--- config.mk ---
export PLATFORM = sky130hd
export DESIGN_NAME = ddr3_rw_sched
export DESIGN_NICKNAME = d
export VERILOG_FILES = /design/src/rtl/ddr3_rw_sched_pkg.sv /design/src/rtl/cmd_slot.sv /design/src/rtl/ddr3_rw_sched.sv
export SDC_FILE = /design/constraint.sdc
export NUM_CORES = 1
export LEC_CHECK = 0
export CAP_MARGIN = 20
export CORE_MARGIN = 2
export CORE_UTILIZATION = 36
export CTS_BUF_LIST = sky130_fd_sc_hd__clkbuf_4 sky130_fd_sc_hd__clkbuf_8 sky130_fd_sc_hd__clkbuf_16
export DETAILED_ROUTE_END_ITERATION = 7
export GPL_ROUTABILITY_DRIVEN = 0
export GPL_TIMING_DRIVEN = 1
export PLACE_DENSITY_LB_ADDON = 0.08
export SYNTH_ARGS = -nofsm -noshare
export SYNTH_HDL_FRONTEND = slang
export SYNTH_SLANG_ARGS = --single-unit
export TNS_END_PERCENT = 100
--- constraint.sdc ---
create_clock -name clock -period 2 [get_ports clock]
set_input_delay 0.3 -clock clock [delete_from_list [all_inputs] [get_ports clock]]
set_output_delay 0.3 -clock clock [all_outputs]
set_load 0.01 [all_outputs]
--- src/rtl/ddr3_rw_sched_pkg.sv ---
// ddr3_rw_sched_pkg: shared ddr3 scheduler states and AXI burst/response constants
package ddr3_rw_sched_pkg;
  typedef enum logic [1:0] {
    ST_IDLE  = 2'd0,
    ST_WRITE = 2'd1,
    ST_READ  = 2'd2
  } state_t;
  localparam logic [1:0] BURST_FIXED = 2'b00;
  localparam logic [1:0] BURST_INCR  = 2'b01;
  localparam logic [1:0] BURST_WRAP  = 2'b10;
  localparam logic [1:0] RESP_OKAY   = 2'b00;
  localparam logic [1:0] RESP_EXOKAY = 2'b01;
  localparam logic [1:0] RESP_SLVERR = 2'b10;
  localparam logic [1:0] RESP_DECERR = 2'b11;
  localparam int DDR3_BL = 8;
endpackage

--- src/rtl/cmd_slot.sv ---
// cmd_slot: one-entry registered valid/ready buffer driving the controller command port
module cmd_slot #(
  parameter int W = 38
) (
  input  logic         clock,
  input  logic         reset,
  input  logic         in_valid,
  input  logic [W-1:0] in_data,
  output logic         free,
  input  logic         out_ready,
  output logic         out_valid,
  output logic [W-1:0] out_data
);
  assign free = ~out_valid | out_ready;
  always_ff @(posedge clock) begin
    if (reset) begin
      out_valid <= 1'b0;
      out_data  <= '0;
    end else if (free) begin
      out_valid <= in_valid;
      if (in_valid) out_data <= in_data;
    end
  end
endmodule

--- src/rtl/ddr3_rw_sched.sv ---
// ddr3_rw_sched: burst-aware read/write arbiter feeding BL8 commands to a DDR3 controller
module ddr3_rw_sched
  import ddr3_rw_sched_pkg::*;
#(
  parameter int ADDRS   = 32,
  parameter int REQID   = 4,
  parameter int MAX_RUN = 4
) (
  input  logic             clock,
  input  logic             reset,
  input  logic             wr_store_i,
  output logic             wr_accept_o,
  input  logic             wr_wseq_i,
  input  logic [REQID-1:0] wr_wrid_i,
  input  logic [ADDRS-1:0] wr_addr_i,
  input  logic             wr_dvalid_i,
  input  logic             rd_fetch_i,
  output logic             rd_accept_o,
  input  logic             rd_rseq_i,
  input  logic [REQID-1:0] rd_rdid_i,
  input  logic [ADDRS-1:0] rd_addr_i,
  output logic             ctl_run_o,
  input  logic             ctl_rdy_i,
  output logic             ctl_read_o,
  output logic             ctl_seq_o,
  output logic [REQID-1:0] ctl_id_o,
  output logic [ADDRS-1:0] ctl_addr_o,
  output logic             err_o
);
  localparam int CW = $clog2(MAX_RUN + 1);
  localparam int W  = ADDRS + REQID + 2;
  state_t state, nxt, oth, idle_pick;
  logic [CW-1:0] run_cnt;
  logic last_rd, free, wr_el, rd_el, own_el, oth_el, own_seq, bnd, run_max, first, acc, hd_seq;
  logic [W-1:0] slot_in, slot_out;
  always_comb begin
    wr_el = wr_store_i & wr_dvalid_i;
    rd_el = rd_fetch_i;
    own_el = state == ST_READ ? rd_el : wr_el;
    oth_el = state == ST_READ ? wr_el : rd_el;
    own_seq = state == ST_READ ? rd_rseq_i : wr_wseq_i;
    oth = state == ST_READ ? ST_WRITE : ST_READ;
    run_max = run_cnt >= CW'(MAX_RUN);
    bnd = ~own_el | ~own_seq;
    // run_cnt==0 only before the first command, so writes win the very first tie
    idle_pick = (wr_el & rd_el) ? ((last_rd | run_cnt == '0) ? ST_WRITE : ST_READ) :
                wr_el ? ST_WRITE : rd_el ? ST_READ : ST_IDLE;
    nxt = state == ST_IDLE ? idle_pick :
          ~bnd ? state :
          (oth_el & (run_max | ~own_el)) ? oth :
          own_el ? state : ST_IDLE;
    wr_accept_o = ~reset & free & (nxt == ST_WRITE) & wr_el;
    rd_accept_o = ~reset & free & (nxt == ST_READ) & rd_el;
    acc = wr_accept_o | rd_accept_o;
    first = state != nxt;
    hd_seq = rd_accept_o ? rd_rseq_i : wr_wseq_i;
    slot_in = rd_accept_o ? {1'b1, hd_seq & ~first, rd_rdid_i, rd_addr_i}
                          : {1'b0, hd_seq & ~first, wr_wrid_i, wr_addr_i};
  end
  always_ff @(posedge clock) begin
    if (reset) begin
      state   <= ST_IDLE;
      run_cnt <= '0;
      last_rd <= 1'b0;
      err_o   <= 1'b0;
    end else if (free) begin
      state <= nxt;
      if (acc) begin
        run_cnt <= first ? CW'(1) : run_max ? run_cnt : run_cnt + CW'(1);
        last_rd <= rd_accept_o;
        err_o   <= err_o | (first & hd_seq);
      end
    end
  end
  cmd_slot #(.W(W)) u_slot (
    .clock    (clock),
    .reset    (reset),
    .in_valid (acc),
    .in_data  (slot_in),
    .free     (free),
    .out_ready(ctl_rdy_i),
    .out_valid(ctl_run_o),
    .out_data (slot_out)
  );
  assign {ctl_read_o, ctl_seq_o, ctl_id_o, ctl_addr_o} = slot_out;
endmodule

# After elaboration in Yosys (flattened, before gate mapping)

Cells that the tools add are included.
W data, S select, Z words.

Register bits: 46

Bitwise logic cells: 21
Add/subtract/negate cells: 1
Magnitude comparators: 1
Multiplexer cells: 16
Reduce and logical (&&, ||, !) cells: 4
Eq/ne operators: 5

Operators with widths:

| kind                  | count |
|---|---|
| $mux W38              | 1 |
| $mux W2               | 9 |
| $and A1 B1 Y1         | 10 |
| $mux W3               | 2 |
| $or A1 B1 Y1          | 6 |
| $not A1 Y1            | 5 |
| $eq A2 B2 Y1 const B  | 2 |
| $mux W1               | 4 |
| $add A3 B1 Y3 const B | 1 |
| $ge A3 B3 Y1 const B  | 1 |
| $logic_not A3 Y1      | 1 |
| $reduce_and A3 Y1     | 1 |
| $eq A2 B1 Y1 const B  | 1 |
| $logic_not A2 Y1      | 1 |
| $ne A2 B2 Y1          | 1 |
| $ne A2 B2 Y1 const B  | 1 |
| $reduce_and A2 Y1     | 1 |

# Depth between registers and ports, before layout

Gate-level depths: netlist of the first run.

Depth in word-level cells: 14
Mapped depth: 11
Depth with buffers taken out: 9

# Cells and area by module

A second synthesis of the first run with hierarchy kept.

Cell total of the unflattened synthesis: 292
Area total of the unflattened synthesis: 2,964.1 µm²

Modules (own cells, without submodules):

| module        | cells each | area an instance (µm²) | times used |
|---|---|---|---|
| cmd_slot      | 178        | 1,855.5                | 1 |
| ddr3_rw_sched | 114        | 1,108.6                | 1 |

# Least setup slack after synthesis of the first run

Ideal clock, no wire load.

Kind: reg-to-reg
From: register run_cnt[0]
To: register run_cnt[1]
Data arrival time: 1.752 ns
Setup slack: 0.131 ns
Library setup time: 0.117 ns
Required time: 1.883 ns
Stages on the path, launching flop included: 9
Cells stage by stage: dfxtp_1 > inv_1 > ha_1 > o311a_1 > o32a_1 > mux2i_1 > a221o_1 > o22ai_1 > a32o_2

Longest elaborated chain between the ends: 11
Elaborated cells on any way between the ends: 23

RTL lines:

| item                                                | line                                     | source |
|---|---|---|
| start: declaration                                  | ddr3_rw_sched.sv:33                      | `logic [CW-1:0] run_cnt;` |
| start signal: assignment                            | ddr3_rw_sched.sv:69                      | `run_cnt <= first ? CW'(1) : run_max ? run_cnt : run_cnt + CW'(1);` |
| $ge A3 B3 Y1                                        | ddr3_rw_sched.sv:43                      | `run_max = run_cnt >= CW'(MAX_RUN);` |
| $or A1 B1 Y1                                        | ddr3_rw_sched.sv:50                      | `(oth_el & (run_max \| ~own_el)) ? oth :` |
| $and A1 B1 Y1                                       | ddr3_rw_sched.sv:50                      |  |
| $mux W2                                             | ddr3_rw_sched.sv:50                      |  |
| $mux W2                                             | ddr3_rw_sched.sv:49                      | `~bnd ? state :` |
| $mux W2                                             | ddr3_rw_sched.sv:48                      | `nxt = state == ST_IDLE ? idle_pick :` |
| $eq A2 B1 Y1 / $eq A2 B2 Y1 (equally long branches) | ddr3_rw_sched.sv:52, ddr3_rw_sched.sv:53 |  |
| $and A1 B1 Y1 (on tied branches) (2 in series)      | ddr3_rw_sched.sv:52, ddr3_rw_sched.sv:53 |  |
| $or A1 B1 Y1                                        | ddr3_rw_sched.sv:54                      | `acc = wr_accept_o \| rd_accept_o;` |
| $reduce_and A3 Y1 (no source line)                  | n/a                                      |  |

Parallel ways exist; a longest one is shown, timed or not. The select of a mux whose other input is x is not followed.
A chain may end at the register's enable or synchronous reset.

# Worst setup path after layout of the first run

Same ends and word-level chain as after synthesis.

==> summary.md, run 1 <==
| Metric | Value |
|---|---|
| Core area | `6390 µm²` |
| CP Class | `reg2reg` |
| Commonest non-fill, non-tap cell in the layout | `clkdlybuf4s50_1` |
| Final setup fails | `0` |
| Critical Path RT | `2.20 ns` |
| Critical Path AT | `2.19 ns` |
| Maxcap violations | `0` |
| CP Cell Sequence | `inv_2 > ha_4 > buf_4 > o311a_1 > o32a_1 > mux2i_1 > a221o_1 > buf_4 > a211oi_2 > a32o_2` |
| Clock slew at the register clock pins of the worst setup and hold paths | `0.09 ns` |
| Maximum fanout along the worst path | `3` |
| Asr flop ratio synth | `0%` |
| Final #Nets | `514` |
| Fin crit period | `2.00 ns` |
| Area contributors post-synth | `dfxtp_1 38%, a311oi_1 13%, nand2_1 13%` |
| Post-synthesis sequential area ratio | `37.6%` |
| # port buffers | `121` |
| Worst Tran Pin Value | `0.513 ns` |
| Starting Density | `37.5%` |
| Netlist cell types | `44` |
| Clock skew | `0.00550 ns` |
| Largest net degree at the start of global routing | `45` |
| Synth Instances | `290` |
| Synth area leader | `dfxtp_1` |
| Share of cells above drive strength 1 | `18.5%` |
| Vias in the first global route | `2,505` |
| TritonCTS clock tree | `built` |
| First-iteration detailed-routing DRC count | `107` |
| Crit. End Element | `flip-flop` |
| Die Width | `85.6 µm` |
| Post-Route WL | `7620 µm` |
| DP Worst Slack | `-0.610 ns` |
| Number of buffers on the longest clock path | `2` |
| Top delay family on crit path | `compound AO/OA/AOI/OAI gates` |
| Synthesized cell area | `2390 µm²` |
| Crit path buf inv count | `3` |
| Detailed-placement wirelength estimate | `5340 µm` |
| Clock Latency Late Sink | `0.30 ns` |
| CTS H-tree lvls | `2` |
| Final setup margin | `0.00202 ns` |
| Startpoint types | `flip-flop` |
| Die area | `7320 µm²` |
| Max stage delay cell, worst path | `dfxtp_2` |
| Status | `completed` |
| CTS root buf | `clkbuf_8` |
| Total GRT Usage | `20.0%` |
| Gr ovfl total | `0` |
| Max Fclk | `0.501 GHz` |
| Sink Count | `45` |
| DRT Pass-1 Iters | `4` |
| Total leakage power | `1.52 nW` |
| Most used cell, CP | `buf_4` |
| I/O pins | `122` |
| Syn Area/Cell | `8.26 µm²` |
| Number of synthesized register bits | `45` |
| Commonest cells after routing, fill and taps aside | `115 x clkdlybuf4s50_1, 81 x nand2_1, 40 x dfxtp_1` |
| First-pass GRT wire length | `11,900 µm` |
| Max Slew Vio Count | `0` |
| Placed cells | `496` |
| Critical path's largest stage delay | `0.34 ns` |
| Ys Warns | `0` |
| Antenna viol nets, final | `0` |
| # DRC | `0` |
| Post-synth EDFFs | `0` |
| Routed WL per cell | `14.9 µm` |
| Worst hold slack | `0.424 ns` |
| RSZ-0062 raised after global routing | `true` |
| Die height | `85.6 µm` |
| Pwr dens | `579 nW/µm²` |
| Final hold viol count | `0` |
| # diodes | `0` |
| Via/cell ratio | `5.14` |
| Reg2reg path depth | `10` |
| Share of the synthesized area in the top cell type | `37.6%` |
| Worst hold path class | `in2reg` |
| Syn Nets | `372` |
| Worst VDD drop | `348 µV` |
| Flip-flop and latch area | `910 µm²` |
| Area occupied by multi-input gates | `1270 µm²` |
| Fillers | `558` |
| Synth Flop Type | `dfxtp_1` |
| Logic depth of the worst path, buffers included | `10` |
| Row cnt | `29` |
| Final Instance Count excl. Fillers | `510` |
| TritonCTS Buffers | `5` |
| Area Growth Syn to Fin | `65.9%` |
| Hold Path Stages | `3` |
| Setup TNS | `0 ns` |
| Fin crit share | `99.9%` |
| Initial antenna violation count | `0` |
| Vias | `2,623` |
| Slew HR | `65.8%` |
-- per-stage QoR --
| stage | util [%] | area (µm²) | power (W) |
|---|---|---|---|
| floorplan | - | 2390 | 0.00131 |
| CTS | 60.4 | 3860 | 0.00230 |
| global placement | 58.2 | 3710 | 0.00168 |
| finish | 62.2 | 3970 | 0.00230 |
| global route | 62.2 | 3970 | 0.00243 |
| detailed placement | 58.2 | 3710 | 0.00168 |
-- what timing repair did --
item | CTS | global route
resized for setup | 17 | 28
endpoints found under the setup margin | 44 | 43
pin swaps | 1 | 8
setup buffers | 2 | 4
hold buffers | 0 | 0
-- cell families after synthesis --
| logic type | count (synthesis) | synth area share (%) |
|---|---|---|
| AND/OR/NAND/NOR | 143 | 25.2 |
| multiplexers | 3 | 1.25 |
| buffers and inverters | 36 | 13.3 |
| adder cells (fa/ha/maj) | 2 | 1.04 |
| flip-flops | 45 | 37.6 |
| AO/OA/AOI/OAI | 61 | 21.6 |
-- worst min-delay path, cell delays in order --
cell and delay [ns]:
dlymetal6s2s_1 0.10, nand2b_1 0.18, a31oi_1 0.09
-- Yosys cell counts (2+ instances only) --
master and instances:
nand2_1 81, dfxtp_1 45, nor2_1 40, a311oi_1 36, inv_1 9, buf_6 8, clkbuf_8 7, nand3_1 4
nand3b_1 4, nor2b_1 4, o22ai_1 4, a21oi_1 3, clkbuf_1 3, mux2i_1 3, a211oi_2 2, a31oi_1 2
and2_2 2, buf_2 2, buf_8 2, dlygate4sd1_1 2, ha_1 2, nand2b_1 2, o31ai_1 2
-- per-layer routing --
| layer | share of wire [%] | vias up | GRT usage, % |
|---|---|---|---|
| li1 | - | 1301 | - |
| met1 | 44 | 1227 | 26.2 |
| met2 | 48 | 80 | 32.8 |
| met3 | 5.2 | 15 | 3.85 |
| met4 | 2.4 | 0 | 7.79 |
| met5 | 0 | - | 0 |
-- registers in the layout, indices dropped and copies added, names as in the netlist --
name,flops
err_o,1
run_cnt,3
state,2
u_slot.out_data,38
u_slot.out_valid,1
-- power breakdown --
part	total [W]	leakage, nW	internal [W]	switching, W
clock	0.000589	0.0445	0.000249	0.000340
sequential	0.00102	0.373	0.000971	0.0000455
combinational	0.000697	1.10	0.000418	0.000279
total	0.00230	1.52	0.00164	0.000665
-- worst paths after layout --
kind	end	slack [ns]	from
setup / recovery	run_cnt[1]$_SDFFE_PP0P_	0.002	run_cnt[0]$_SDFFE_PP0P_
hold / removal	u_slot.out_valid$_SDFFE_PP0N_	0.42	ctl_rdy_i
setup reg to reg	run_cnt[1]$_SDFFE_PP0P_	0.002	run_cnt[0]$_SDFFE_PP0P_
hold reg to reg	err_o$_SDFFE_PP0P_	0.47	err_o$_SDFFE_PP0P_
-- area by class of cell --
| type | count | share of cell area (%) |
|---|---|---|
| clock buffer | 5 | 1.73 |
| clock inverter | 3 | 0.535 |
| inverter | 10 | 1.13 |
| multi-input combinational | 209 | 31.9 |
| sequential | 45 | 22.9 |
| tap | 77 | 2.42 |
| timing repair buffer | 161 | 39.4 |
(Power assumes the default switching activity.)
==> inputs of run 2 (changes only) <==
--- a/config.mk
+++ b/config.mk
@@ -6,8 +6,10 @@
 export NUM_CORES = 1
 export LEC_CHECK = 0
 export CAP_MARGIN = 20
+export CELL_PAD_IN_SITES_DETAIL_PLACEMENT = 1
+export CELL_PAD_IN_SITES_GLOBAL_PLACEMENT = 1
 export CORE_MARGIN = 2
-export CORE_UTILIZATION = 36
+export CORE_UTILIZATION = 25
 export CTS_BUF_LIST = sky130_fd_sc_hd__clkbuf_4 sky130_fd_sc_hd__clkbuf_8 sky130_fd_sc_hd__clkbuf_16
 export DETAILED_ROUTE_END_ITERATION = 7
 export GPL_ROUTABILITY_DRIVEN = 0
==> run 2 against run 1 <==
  * The run now ends with setup timing left
  * Cell area grew 2.6%
  * Worst setup slack lost 0.022 ns
  * Hold slack gained 0.055 ns
  * Critical path type is now in2out
==> summary.md, run 2 (synthesis results as in run 1) <==
| Metric | Value |
|---|---|
| Critical Path RT | `1.70 ns (-0.50 ns)` |
| Pwr dens | `605 nW/µm² (+4.4%)` |
| TritonCTS clock tree | `built` |
| Clock skew | `0.00537 ns (-0.000132 ns)` |
| Maxcap violations | `0 (unchanged)` |
| Final setup fails | `2 (+2)` |
| Detailed-placement wirelength estimate | `6170 µm (+15%)` |
| Post-Route WL | `8520 µm (+12%)` |
| TritonCTS Buffers | `5 (unchanged)` |
| Slew HR | `63.8% (-2.0 points)` |
| Flip-flop and latch area | `908 µm² (-0.14%)` |
| CTS root buf | `clkbuf_8` |
| Comb pwr share | `29.0% (-1.3 points)` |
| Die height | `102 µm (+19%)` |
| Die area | `10,400 µm² (+42%)` |
| Starting Density | `25.8% (-12 points)` |
| Final setup margin | `-0.0205 ns (-0.0225 ns)` |
| Share of cells above drive strength 1 | `19.0% (+0.56 points)` |
| Sequential share of power | `41.1% (-3.0 points)` |
| CTS H-tree lvls | `2 (unchanged)` |
| Initial antenna violation count | `0 (unchanged)` |
| RSZ-0062 raised after global routing | `true` |
| First-pass GRT wire length | `13,400 µm (+12%)` |
| Gr ovfl total | `0 (unchanged)` |
| Final #Nets | `517 (+0.58%)` |
| # port buffers | `121 (unchanged)` |
| Commonest cells after routing, fill and taps aside | `117 x clkdlybuf4s50_1, 81 x nand2_1, 41 x dfxtp_1` |
| Max Fclk | `0.495 GHz (-1.1%)` |
| Largest register FFs | `38 (unchanged)` |
| CP Class | `in2out` |
| # DRC | `0 (unchanged)` |
| Worst hold path class | `reg2reg` |
| Routed WL per cell | `15.1 µm (+0.89%)` |
| Clock Latency Late Sink | `0.29 ns (about the same)` |
| Commonest non-fill, non-tap cell in the layout | `clkdlybuf4s50_1` |
| Fin crit share | `101% (+1.1 points)` |
| Clk pwr share | `29.9% (+4.3 points)` |
| Total GRT Usage | `16.3% (-3.7 points)` |
| Max stage delay cell, worst path | `clkdlybuf4s50_1` |
| Worst hold slack | `0.479 ns (+0.0555 ns)` |
| Crit. End Element | `output pin` |
| Area occupied by multi-input gates | `1270 µm² (about the same)` |
| Worst VDD drop | `266 µV (-24%)` |
| Vias in the first global route | `2,727 (+8.9%)` |
| Clock slew at the register clock pins of the worst setup and hold paths | `0.09 ns (about the same)` |
| Max Slew Vio Count | `0 (unchanged)` |
| CP Cell Sequence | `clkdlybuf4s50_1 > buf_6 > nand3b_1 > o21ai_2 > buf_4 > nand3_2 > inv_2 > clkdlybuf4s15_2` |
| Die Width | `102 µm (+19%)` |
| Critical path's largest stage delay | `0.50 ns (+0.16 ns)` |
| Fin util | `43.9% (-18 points)` |
| Fin crit period | `2.02 ns (+0.0225 ns)` |
| Failing checks | `setup timing` |
| Row cnt | `35 (+21%)` |
| Switch share | `26.4% (-2.5 points)` |
| Critical Path AT | `1.72 ns (-0.47 ns)` |
| Regs by FF count | `u_slot.out_data x38, run_cnt x3, state x2` |
| Fillers | `1,116 (+100%)` |
| Placed cells | `552 (+11%)` |
| Power Total | `0.00246 W (+7.0%)` |
| Final Instance Count excl. Fillers | `565 (+11%)` |
| Startpoint types | `primary input` |
| Via/cell ratio | `4.66 (-9.4%)` |
| First-iteration detailed-routing DRC count | `58 (-46%)` |
| Maximum fanout along the worst path | `8 (+5)` |
| DRT Pass-1 Iters | `4 (unchanged)` |
| Area Growth Syn to Fin | `70.2%` |
| Largest net degree at the start of global routing | `45 (unchanged)` |
| Switching pwr | `0.000650 W (-2.3%)` |
| Antenna viol nets, final | `0 (unchanged)` |
| Internal | `0.00181 W (+11%)` |
| # diodes | `0 (unchanged)` |
| Final hold viol count | `0 (unchanged)` |
| Number of buffers on the longest clock path | `2 (unchanged)` |
| Sink Count | `45 (unchanged)` |
| Top delay family on crit path | `buffers and inverters` |
| Largest register by flop count | `u_slot.out_data` |
| Crit path buf inv count | `5 (+2)` |
| Total leakage power | `1.53 nW (+0.28%)` |
| Core area | `9280 µm² (+45%)` |
| Vias | `2,632 (+0.34%)` |
| Status | `finished with violations` |
| Worst Tran Pin Value | `0.543 ns (+0.0303 ns)` |
| I/O pins | `122 (unchanged)` |
==> run 2: what timing repair did <==
action / 4_1_cts / 5_1_grt
pin swaps: 6 / 4
endpoints found under the setup margin: 43 / 43
gates resized for setup: 25 / 16
buffers inserted: 3 / 2
hold buffers: 0 / 0
==> run 2: final timing paths <==
| check | start | to | slack, ns | depth (start not counted) |
|---|---|---|---|---|
| worst max-delay path | rd_fetch_i | rd_accept_o | -0.02 | 8 |
| worst min-delay path | err_o$_SDFFE_PP0P_ | err_o$_SDFFE_PP0P_ | 0.48 | 1 |
| worst max register to register | run_cnt[1]$_SDFFE_PP0P_ | run_cnt[1]$_SDFFE_PP0P_ | 0.03 | 9 |
| worst min register to register | err_o$_SDFFE_PP0P_ | err_o$_SDFFE_PP0P_ | 0.48 | 1 |
==> run 2: worst register-to-register path: stages (launching register included) <==
cell	delay, ns
dfxtp_2	0.34
inv_2	0.05
ha_4	0.16
buf_6	0.11
o311a_1	0.30
o32a_1	0.19
mux2i_1	0.16
a221o_2	0.22
o22ai_2	0.09
a32o_2	0.26
==> run 2: final cells by class <==
class | instances | share of cell area (%)
multi-input cells | 209 | 31.2
repair buffers | 164 | 38.5
clock buffers | 7 | 2.21
flip-flops and latches | 45 | 22.3
clock inverters | 1 | 0.737
well taps | 129 | 3.96
inverters | 10 | 1.11
==> run 2: routing by layer <==
metal | track usage [%] | share of wire [%] | vias up
li1 | - | - | 1305
met1 | 20.6 | 45 | 1261
met2 | 29.3 | 51 | 62
met3 | 2.80 | 3.8 | 4
met4 | 3.69 | 0.67 | 0
met5 | 0 | 0 | -
==> run 2: per-stage QoR <==
step           area [µm²]  setup WS (ns)  setup TNS (ns)
2_1_floorplan        2390          0.131               0
3_3_place_gp         3790         -0.593          -20.28
3_5_place_dp         3790         -0.608          -21.32
4_1_cts              3980        -0.0327          -0.106
5_1_grt              4080         -0.109           -1.85
6_report             4080        -0.0205         -0.0381
==> run 2: power by group through the flow <==
stage | Combinational (W) | Sequential (W) | Clock (W)
4_1_cts | 0.000693 | 0.00101 | 0.000775
2_1_floorplan | 0.000250 | 0.00106 | 0
3_5_place_dp | 0.000674 | 0.00103 | 0
6_report | 0.000714 | 0.00101 | 0.000738
5_1_grt | 0.000777 | 0.00102 | 0.000809
3_3_place_gp | 0.000671 | 0.00103 | 0
